[src/rtl/cpu86_exec_wb_arbiter_if.sv]
// Writeback bus between the execution units, the arbiter and the register-file
// write port. The arbiter side uses the master modport because it masters the
// register-file write; the units/register-file side uses slave.
interface cpu86_exec_wb_arbiter_if #(
    parameter int NUM_REQ = 4,
    parameter int DATA_W  = 16,
    parameter int REG_W   = 4
);
    localparam int SRC_W = $clog2(NUM_REQ);

    logic [NUM_REQ-1:0]        req_valid;
    logic [NUM_REQ-1:0]        req_ready;
    logic [NUM_REQ*REG_W-1:0]  req_reg;
    logic [NUM_REQ*DATA_W-1:0] req_data;
    logic [NUM_REQ-1:0]        req_last;

    logic                      wr_valid;
    logic                      wr_ready;
    logic [REG_W-1:0]          wr_reg;
    logic [DATA_W-1:0]         wr_data;
    logic [SRC_W-1:0]          wr_src;

    logic                      locked;
    logic                      err_reg;

    modport master (
        input  req_valid, req_reg, req_data, req_last, wr_ready,
        output req_ready, wr_valid, wr_reg, wr_data, wr_src, locked, err_reg
    );

    modport slave (
        output req_valid, req_reg, req_data, req_last, wr_ready,
        input  req_ready, wr_valid, wr_reg, wr_data, wr_src, locked, err_reg
    );
endinterface

[src/rtl/cpu86_exec_wb_arbiter.sv]
// Register-file write-port arbiter for the CPU86 execution units.
// Round-robin grant between units, held for the whole of a multi-beat burst,
// followed by a single registered output stage towards the register file.
//
//  state     | meaning
//  ----------+-----------------------------------------------------------
//  ST_IDLE   | no burst open; grant chosen round-robin from rr_ptr
//  ST_LOCKED | burst open; only lock_id may hand over beats until last=1
module cpu86_exec_wb_arbiter #(
    parameter int NUM_REQ = 4,
    parameter int DATA_W  = 16,
    parameter int REG_W   = 4
) (
    input  logic                   clk,
    input  logic                   resetn,
    cpu86_exec_wb_arbiter_if.master bus
);
    localparam int SRC_W = $clog2(NUM_REQ);
    // Register codes above FL (12) do not exist in the register file.
    localparam logic [REG_W-1:0] REG_MAX = REG_W'(12);

    typedef enum logic {
        ST_IDLE   = 1'b0,
        ST_LOCKED = 1'b1
    } state_t;

    state_t              state_q,    state_d;
    logic [SRC_W-1:0]    lock_id_q,  lock_id_d;
    logic [SRC_W-1:0]    rr_ptr_q,   rr_ptr_d;
    logic                wr_valid_q, wr_valid_d;
    logic [REG_W-1:0]    wr_reg_q,   wr_reg_d;
    logic [DATA_W-1:0]   wr_data_q,  wr_data_d;
    logic [SRC_W-1:0]    wr_src_q,   wr_src_d;
    logic                err_reg_q,  err_reg_d;

    logic                grant_vld;
    logic [SRC_W-1:0]    grant_id;
    logic [SRC_W:0]      scan_idx;
    logic                out_free;
    logic                accept;
    logic [REG_W-1:0]    beat_reg;
    logic [DATA_W-1:0]   beat_data;
    logic                beat_last;
    logic                beat_illegal;
    logic [SRC_W-1:0]    next_ptr;
    logic [NUM_REQ-1:0]  ready_vec;

    // Grant selection: lock owner while a burst is open, otherwise the first
    // valid unit found scanning upward from rr_ptr with wrap-around.
    always_comb begin
        grant_vld = 1'b0;
        grant_id  = '0;
        scan_idx  = '0;
        if (state_q == ST_LOCKED) begin
            grant_id  = lock_id_q;
            grant_vld = bus.req_valid[lock_id_q];
        end else begin
            for (int k = 0; k < NUM_REQ; k++) begin
                scan_idx = {1'b0, rr_ptr_q} + (SRC_W+1)'(k);
                if (scan_idx >= (SRC_W+1)'(NUM_REQ)) begin
                    scan_idx = scan_idx - (SRC_W+1)'(NUM_REQ);
                end
                if (!grant_vld && bus.req_valid[scan_idx[SRC_W-1:0]]) begin
                    grant_vld = 1'b1;
                    grant_id  = scan_idx[SRC_W-1:0];
                end
            end
        end
    end

    // Handshake with the granted unit; the output slot is free when empty or
    // being drained this cycle, which gives 1 beat/clk with no bubble.
    always_comb begin
        out_free     = ~wr_valid_q | bus.wr_ready;
        accept       = out_free & grant_vld;
        beat_reg     = bus.req_reg[grant_id*REG_W +: REG_W];
        beat_data    = bus.req_data[grant_id*DATA_W +: DATA_W];
        beat_last    = bus.req_last[grant_id];
        beat_illegal = (beat_reg > REG_MAX);
        next_ptr     = (grant_id == SRC_W'(NUM_REQ-1)) ? '0 : grant_id + 1'b1;
        ready_vec    = '0;
        if (accept) begin
            ready_vec[grant_id] = 1'b1;
        end
    end

    // Next-state: burst lock, round-robin pointer and the output stage.
    always_comb begin
        state_d    = state_q;
        lock_id_d  = lock_id_q;
        rr_ptr_d   = rr_ptr_q;
        wr_valid_d = wr_valid_q;
        wr_reg_d   = wr_reg_q;
        wr_data_d  = wr_data_q;
        wr_src_d   = wr_src_q;
        err_reg_d  = accept & beat_illegal;

        // An illegal beat is consumed from the unit but never reaches the
        // register file; it still counts for lock/last bookkeeping below.
        if (accept) begin
            if (beat_illegal) begin
                wr_valid_d = 1'b0;
            end else begin
                wr_valid_d = 1'b1;
                wr_reg_d   = beat_reg;
                wr_data_d  = beat_data;
                wr_src_d   = grant_id;
            end
        end else if (bus.wr_ready) begin
            wr_valid_d = 1'b0;
        end

        case (state_q)
            ST_IDLE: begin
                if (accept && !beat_last) begin
                    state_d   = ST_LOCKED;
                    lock_id_d = grant_id;
                end
            end
            ST_LOCKED: begin
                if (accept && beat_last) begin
                    state_d = ST_IDLE;
                end
            end
            default: state_d = ST_IDLE;
        endcase

        // Pointer moves only when a writeback completes, so a burst never
        // shifts the fairness order mid-way.
        if (accept && beat_last) begin
            rr_ptr_d = next_ptr;
        end
    end

    // State and output registers; reset drops any open burst and pending beat.
    always_ff @(posedge clk) begin
        if (!resetn) begin
            state_q    <= ST_IDLE;
            lock_id_q  <= '0;
            rr_ptr_q   <= '0;
            wr_valid_q <= 1'b0;
            wr_reg_q   <= '0;
            wr_data_q  <= '0;
            wr_src_q   <= '0;
            err_reg_q  <= 1'b0;
        end else begin
            state_q    <= state_d;
            lock_id_q  <= lock_id_d;
            rr_ptr_q   <= rr_ptr_d;
            wr_valid_q <= wr_valid_d;
            wr_reg_q   <= wr_reg_d;
            wr_data_q  <= wr_data_d;
            wr_src_q   <= wr_src_d;
            err_reg_q  <= err_reg_d;
        end
    end

    assign bus.req_ready = ready_vec;
    assign bus.wr_valid  = wr_valid_q;
    assign bus.wr_reg    = wr_reg_q;
    assign bus.wr_data   = wr_data_q;
    assign bus.wr_src    = wr_src_q;
    assign bus.locked    = (state_q == ST_LOCKED);
    assign bus.err_reg   = err_reg_q;
endmodule
[src/flat_wrapper.sv]
// flat-port wrapper written by rule: the top's interface ports become plain ports
module cpu86_exec_wb_arbiter_flat 
#(
    parameter int NUM_REQ = 4,
    parameter int DATA_W  = 16,
    parameter int REG_W   = 4
)
  (clk, resetn, bus_req_valid, bus_req_reg, bus_req_data, bus_req_last, bus_wr_ready, bus_req_ready, bus_wr_valid, bus_wr_reg, bus_wr_data, bus_wr_src, bus_locked, bus_err_reg);
  cpu86_exec_wb_arbiter_if #(.NUM_REQ(NUM_REQ), .DATA_W(DATA_W), .REG_W(REG_W)) bus_i ();
  input  logic clk;
  input  logic resetn;
  input wire logic [$bits(bus_i.req_valid)-1:0] bus_req_valid;
  input wire logic [$bits(bus_i.req_reg)-1:0] bus_req_reg;
  input wire logic [$bits(bus_i.req_data)-1:0] bus_req_data;
  input wire logic [$bits(bus_i.req_last)-1:0] bus_req_last;
  input wire logic [$bits(bus_i.wr_ready)-1:0] bus_wr_ready;
  output wire logic [$bits(bus_i.req_ready)-1:0] bus_req_ready;
  output wire logic [$bits(bus_i.wr_valid)-1:0] bus_wr_valid;
  output wire logic [$bits(bus_i.wr_reg)-1:0] bus_wr_reg;
  output wire logic [$bits(bus_i.wr_data)-1:0] bus_wr_data;
  output wire logic [$bits(bus_i.wr_src)-1:0] bus_wr_src;
  output wire logic [$bits(bus_i.locked)-1:0] bus_locked;
  output wire logic [$bits(bus_i.err_reg)-1:0] bus_err_reg;
  assign bus_i.req_valid = bus_req_valid;
  assign bus_i.req_reg = bus_req_reg;
  assign bus_i.req_data = bus_req_data;
  assign bus_i.req_last = bus_req_last;
  assign bus_i.wr_ready = bus_wr_ready;
  assign bus_req_ready = bus_i.req_ready;
  assign bus_wr_valid = bus_i.wr_valid;
  assign bus_wr_reg = bus_i.wr_reg;
  assign bus_wr_data = bus_i.wr_data;
  assign bus_wr_src = bus_i.wr_src;
  assign bus_locked = bus_i.locked;
  assign bus_err_reg = bus_i.err_reg;
  cpu86_exec_wb_arbiter #(.NUM_REQ(NUM_REQ), .DATA_W(DATA_W), .REG_W(REG_W)) u_core (.clk(clk), .resetn(resetn), .bus(bus_i));
endmodule
[config.mk]
export PLATFORM = sky130hd
export DESIGN_NAME = cpu86_exec_wb_arbiter_flat
export DESIGN_NICKNAME = d
export VERILOG_FILES = /design/src/rtl/cpu86_exec_wb_arbiter_if.sv /design/src/rtl/cpu86_exec_wb_arbiter.sv /design/src/flat_wrapper.sv
export SDC_FILE = /design/constraint.sdc
export NUM_CORES = 1
export LEC_CHECK = 0
export BUFFER_PORTS_ARGS = -buffer_cell sky130_fd_sc_hd__buf_2
export CORE_MARGIN = 10
export CORE_UTILIZATION = 40
export CTS_BUF_LIST = sky130_fd_sc_hd__clkbuf_4 sky130_fd_sc_hd__clkbuf_8
export DETAILED_ROUTE_END_ITERATION = 7
export GPL_TIMING_DRIVEN = 0
export PLACE_DENSITY = 0.83
export SYNTH_ARGS = -nofsm -noshare
export SYNTH_HDL_FRONTEND = slang
export SYNTH_SLANG_ARGS = --single-unit
[constraint.sdc]
create_clock -name clk -period 2.15 [get_ports clk]
set_input_delay 0.3225 -clock clk [delete_from_list [all_inputs] [get_ports clk]]
set_output_delay 0.3225 -clock clk [all_outputs]
set_load 0.05 [all_outputs]
* Word level (Yosys, flattened, before mapping)
Cells that the tools add are included.
** Storage, ports and cells
- Register bits :: 29
- Word-level logic and storage cells :: 93
** Operators by class
- Bitwise logic cells :: 6
- Reduce and logical (&&, ||, !) cells :: 13
- Magnitude comparators :: 12
- Shift-type cells :: 2
- Multiplexer cells :: 43
- Add/subtract/negate cells :: 8
- Equal/unequal tests :: 1
** Operators by type and width (count)
- indexed part select 64 x 7 -> 16 bit :: 1
- two-way mux 2 bit :: 14
- two-way mux 1 bit :: 20
- < comparator 2 x 3 -> 1 bit, second input constant :: 6
- indexed part select 16 x 5 -> 4 bit :: 1
- binary-select mux 1 bit (select 2 bit) :: 6
- greater-or-equal comparator 3 bit, second input constant :: 3
- subtractor 2 x 1 -> 2 bit, second input constant :: 4
- adder 2 x 2 -> 3 bit, second input constant :: 2
- logical AND 1 bit :: 6
- greater-than comparator 4 bit, second input constant :: 1
- logical NOT 1 bit :: 4
- two-way mux 4 bit :: 1
- AND reduction 2 bit :: 2
- adder 2 x 1 -> 3 bit, second input constant :: 1
- greater-or-equal comparator 2 x 3 -> 1 bit, second input constant :: 1
- NOT 1 bit :: 3
- adder 2 x 1 -> 2 bit, second input constant :: 1
- bitwise AND 1 bit :: 2
- demux 1 bit (select 2 bit) :: 1
- equality test 2 bit, second input constant :: 1
- greater-or-equal comparator 2 x 1 -> 1 bit, second input constant :: 1
- one-hot mux 1 bit (2 select lines) :: 1
- nonzero test 2 bit :: 1
- OR 1 bit :: 1

* Longest topological paths before layout
- Depth after elaboration :: 25
- Gate-level depth with buffers :: 10

* Worst setup path before layout
OpenSTA, ideal clock, no wires.
- Path type :: reg-to-output
- Start :: register (tool-made name)
- End :: output bus_req_ready[0]
- Buffers on the path :: 3
- Data required time :: 1.827 ns
- Data arrival time :: 2.442 ns
- Stages on the path, launching flop included :: 9
- Setup slack :: -0.615 ns
- Cells stage by stage :: dfxtp_1 -> buf_2 -> mux2i_1 -> o31a_1 -> or2_1 -> buf_6 -> clkbuf_1 -> ha_1 -> and3_1
** RTL lines
- end, declared :: line flat_wrapper.sv:17 : output wire logic [$bits(bus_i.req_ready)-1:0] bus_req_ready;

* Final worst setup path
- Start :: register u_core.rr_ptr_q[0]
- End :: output bus_req_ready[1]
** On the way
- Cells in the longest elaborated chain, start to end :: 24
- Elaborated cells between the ends (all ways) :: 53
- Classes of those cells :: add/sub: 7; order compare: 6; mux: 32; bitwise: 1; reduce/logical: 7
** Ends and longest elaborated chain
- start, declared :: line cpu86_exec_wb_arbiter.sv:29 : logic [SRC_W-1:0] rr_ptr_q, rr_ptr_d;
- start signal, assigned :: line cpu86_exec_wb_arbiter.sv:149 : rr_ptr_q <= rr_ptr_d;
- greater-or-equal comparator 2 x 3 -> 1 bit or subtractor 2 x 1 -> 2 bit (tied branches) :: line cpu86_exec_wb_arbiter.sv:60, cpu86_exec_wb_arbiter.sv:61
- two-way mux 2 bit :: line cpu86_exec_wb_arbiter.sv:60 : if (scan_idx >= (SRC_W+1)'(NUM_REQ)) begin
- two-way mux 2 bit :: line cpu86_exec_wb_arbiter.sv:54 : if (state_q == ST_LOCKED) begin
- binary-select mux 1 bit (select 2 bit) :: line cpu86_exec_wb_arbiter.sv:63 : if (!grant_vld && bus.req_valid[scan_idx[SRC_W-1:0]]) begin
- two-way mux 1 bit (implied by the code) :: line cpu86_exec_wb_arbiter.sv:63
- two-way mux 1 bit :: line cpu86_exec_wb_arbiter.sv:63
- two-way mux 1 bit :: line cpu86_exec_wb_arbiter.sv:54
- logical NOT 1 bit :: line cpu86_exec_wb_arbiter.sv:63
- (+8 left out)
- logical AND 1 bit :: line cpu86_exec_wb_arbiter.sv:63
- two-way mux 2 bit :: line cpu86_exec_wb_arbiter.sv:63
- two-way mux 2 bit :: line cpu86_exec_wb_arbiter.sv:54
- < comparator 2 x 3 -> 1 bit (implied by the code) or greater-or-equal comparator 2 x 1 -> 1 bit (tied branches) :: line cpu86_exec_wb_arbiter.sv:83 : ready_vec[grant_id] = 1'b1;
- logical AND 1 bit (implied by the code) :: line cpu86_exec_wb_arbiter.sv:83
- two-way mux 1 bit (implied by the code) :: line cpu86_exec_wb_arbiter.sv:83
- demux 1 bit (select 2 bit)
- two-way mux 4 bit (*) :: line cpu86_exec_wb_arbiter.sv:82 : if (accept) begin
Every way passes the cells marked *; elsewhere a longest branch is shown, timed or not. The select of a mux whose other input is x is not followed.

==> run_summary.xml <==
<?xml version="1.0" encoding="UTF-8"?>
<metrics>
  <group name="status">
    <metric name="run_status" unit="">complete, but fails checks</metric>
    <metric name="violations" unit="">setup timing</metric>
  </group>
  <group name="detailed_routing">
    <metric name="via_per_inst" unit="">5.37</metric>
    <metric name="drt_pre_antenna_iters" unit="">4</metric>
    <metric name="route.vias.total" unit="">2493</metric>
    <metric name="route.final.wire_length" unit="µm">7650</metric>
    <metric name="drt.antenna.violating_nets" unit="">0</metric>
    <metric name="detail_route.iter0.violations" unit="">118</metric>
    <metric name="avgRoutedWirePerCell" unit="µm">16.5</metric>
    <metric name="remaining_drc_errors" unit="">0</metric>
  </group>
  <group name="synth">
    <metric name="register_bit_count_reported_by_yosys" unit="">29</metric>
    <metric name="post_synth_instance_area" unit="µm²">1930</metric>
    <metric name="async_flop_share" unit="%">0</metric>
    <metric name="synth_enable_flop_cells" unit="">0</metric>
    <metric name="yosysWarnings" unit="">0</metric>
    <metric name="post_synth_inst_count" unit="">267</metric>
    <metric name="synthFlopType" unit="">dfxtp_1</metric>
    <metric name="post_synth_num_cell_types" unit="">38</metric>
    <metric name="synth_fp_nets" unit="">362</metric>
    <metric name="synth_seq_area_share" unit="%">30.0</metric>
    <metric name="per_instance_average_area_after_synthesis" unit="µm²">7.24</metric>
  </group>
  <group name="cts">
    <metric name="clock_tree.root_cell" unit="">clkbuf_8</metric>
    <metric name="cts-buffers-inserted" unit="">5</metric>
    <metric name="clock-sinks" unit="">29</metric>
    <metric name="insertion_delay" unit="ns">0.28</metric>
    <metric name="clk_pin_slew_worst_paths" unit="ns">0.07</metric>
    <metric name="tritoncts" unit="">yes</metric>
    <metric name="ctsHoldBuffers" unit="">0</metric>
    <metric name="htreeDepth" unit="">2</metric>
    <metric name="clockBufferDepth" unit="">2</metric>
  </group>
  <group name="timing">
    <metric name="report.final.setup_viol" unit="">24</metric>
    <metric name="slew-limit-headroom" unit="%">68.4</metric>
    <metric name="slew_violations" unit="">0</metric>
    <metric name="rsz0062_at_grt" unit="">yes</metric>
    <metric name="clock_skew" unit="ns">0.00626</metric>
    <metric name="min_period_over_period" unit="%">106</metric>
    <metric name="sum_of_negative_setup_slack" unit="ns">-1.95</metric>
    <metric name="period_minus_slack" unit="ns">2.28</metric>
    <metric name="fin_ws" unit="ns">-0.135</metric>
    <metric name="final-hold-violation-count" unit="">0</metric>
    <metric name="worst-slew-pin-transition" unit="ns">0.474</metric>
    <metric name="max_freq" unit="MHz">438</metric>
    <metric name="hold-worst-slack" unit="ns">0.389</metric>
  </group>
  <group name="floorplanning">
    <metric name="die-height" unit="µm">89.5</metric>
    <metric name="die_x" unit="µm">89.5</metric>
    <metric name="core_area" unit="µm²">4690</metric>
    <metric name="num_io_pins" unit="">120</metric>
    <metric name="area_of_the_die" unit="µm²">8010</metric>
    <metric name="core.rowCount" unit="">25</metric>
    <metric name="start_util" unit="%">41.2</metric>
  </group>
  <group name="final_layout">
    <metric name="mostFrequentLayoutCells" unit="">buf_2, nand2_1, nand3_1</metric>
    <metric name="syn2layout_area_growth" unit="%">61.7</metric>
    <metric name="antenna_cells_inserted" unit="">0</metric>
    <metric name="num-nets-final" unit="">504</metric>
    <metric name="layout_cells_sized_above_1" unit="%">45.6</metric>
    <metric name="commonest_non_fill_non_tap_cell_in_the_layout" unit="">buf_2</metric>
    <metric name="largest_reg_flops" unit="">16</metric>
  </group>
  <group name="place">
    <metric name="dp_slack" unit="ns">-0.446</metric>
    <metric name="globalplace.congestion" unit="">0.866</metric>
    <metric name="buffer_ports.inserted" unit="">119</metric>
    <metric name="place_hpwl" unit="µm">5750</metric>
  </group>
  <group name="power">
    <metric name="power_per_cell_area" unit="nW/µm²">1610</metric>
    <metric name="max-vdd-ir-drop" unit="mV">0.921</metric>
    <metric name="power_leakage" unit="nW">1.55</metric>
    <metric name="totalPowerFinal" unit="mW">5.04</metric>
  </group>
  <group name="grt">
    <metric name="global_route_wire_length_before_repair" unit="µm">11700</metric>
    <metric name="grt_max_degree" unit="">15</metric>
    <metric name="track_usage" unit="%">18.5</metric>
    <metric name="grt-ovfl-total" unit="">0</metric>
    <metric name="first_global_vias" unit="">2608</metric>
    <metric name="antenna_found_initial" unit="">0</metric>
  </group>
  <group name="setup_path">
    <metric name="endpoint_kind" unit="">output pin</metric>
    <metric name="cp_data_required_time" unit="ns">1.83</metric>
    <metric name="critical_path.max_fanout" unit="">4</metric>
    <metric name="cp_data_arrival_time" unit="ns">1.96</metric>
    <metric name="crit_type" unit="">reg -&gt; out</metric>
    <metric name="type_of_element_launching_the_critical_path" unit="">register</metric>
  </group>
  <group name="job">
    <metric name="cap_violations" unit="">0</metric>
  </group>
  <group name="hold_path">
    <metric name="worst_hold_path_type" unit="">in -&gt; reg</metric>
  </group>
</metrics>
## worst paths after layout
| kind | slack (ns) | end | cells past startpoint | start |
|---|---|---|---|---|
| hold reg to reg | 0.46 | u_core.bus.wr_reg[3]$_SDFFE_PN0P_ | 1 | u_core.bus.wr_reg[3]$_SDFFE_PN0P_ |
| hold / removal | 0.39 | u_core.bus.wr_data[15]$_SDFFE_PN0P_ | 4 | bus_req_data[15] |
| setup reg to reg | -0.09 | u_core.bus.wr_data[1]$_SDFFE_PN0P_ | 10 | u_core.rr_ptr_q[0]$_SDFFE_PN0P_ |
| setup / recovery | -0.13 | bus_req_ready[1] | 8 | u_core.rr_ptr_q[0]$_SDFFE_PN0P_ |
## kinds of logic after synthesis
group,share of synthesized area [%]
AO/OA/AOI/OAI,21.6
adder cells (fa/ha/maj),2.59
buffers and inverters,6.54
flip-flops,30.0
multiplexers,4.34
AND/OR/NAND/NOR,34.9
## worst max-delay path: stages, from the launching register on
cell       delay (ns)
dfxtp_4          0.37
nor2b_1          0.06
o31a_1           0.30
or2_1            0.23
buf_6            0.14
clkbuf_16        0.15
ha_4             0.14
and3_4           0.14
buf_8            0.14
## synthesized netlist by cell type (3+ instances only)
library cell	count	area share (%)
buf_6	3	1.7
nor2b_1	3	0.97
a211oi_1	4	1.6
nor3_1	4	1.0
nand3_1	41	11
a32o_1	20	10
dfxtp_1	29	30
nand2_1	84	16
nor2_1	9	1.7
mux2i_1	5	2.6
inv_1	3	0.58
ha_1	4	2.6
and3_1	4	1.3
a21oi_1	6	1.6
clkbuf_1	12	2.3
o21ai_0	5	1.3
## report_power, final
part / switching (mW) / leakage [nW] / internal [mW]
Clock: 0.213 / 0.0619 / 0.390
Combinational: 2.13 / 1.24 / 1.45
Sequential: 0.129 / 0.241 / 0.741
Total: 2.47 / 1.55 / 2.58
## layout make-up
cell class	instances	area (µm²)
fill	394	1570
multi-input combinational	213	1360
timing repair buffer	138	797
sequential	29	592
buffer	16	158
clock buffer	7	90.1
tap	54	67.6
inverter	6	37.5
clock inverter	1	30.0
## per-layer routing
metal	up-vias	share of wire (%)	GRT usage [%]
li1	1233	-	-
met1	1128	39	19.7
met2	127	48	31.8
met3	5	12	9.12
met4	0	0.75	4.77
met5	-	0	0
## timing repair
action | CTS | global route
gates cloned | 0 | 2
pin swaps | 9 | 7
resized for setup | 36 | 28
setup buffers | 14 | 3
setup endpoints to repair | 28 | 31
## metrics by stage
step	utilization [%]	instance area [µm²]	cells
finish	66.6	3130	464
global route	66.6	3130	464
CTS	64.0	3000	459
detailed placement	56.3	2640	440
global placement	56.3	2640	440
floorplan	-	1980	267
Note: power is estimated with default switching activity, not from simulation.
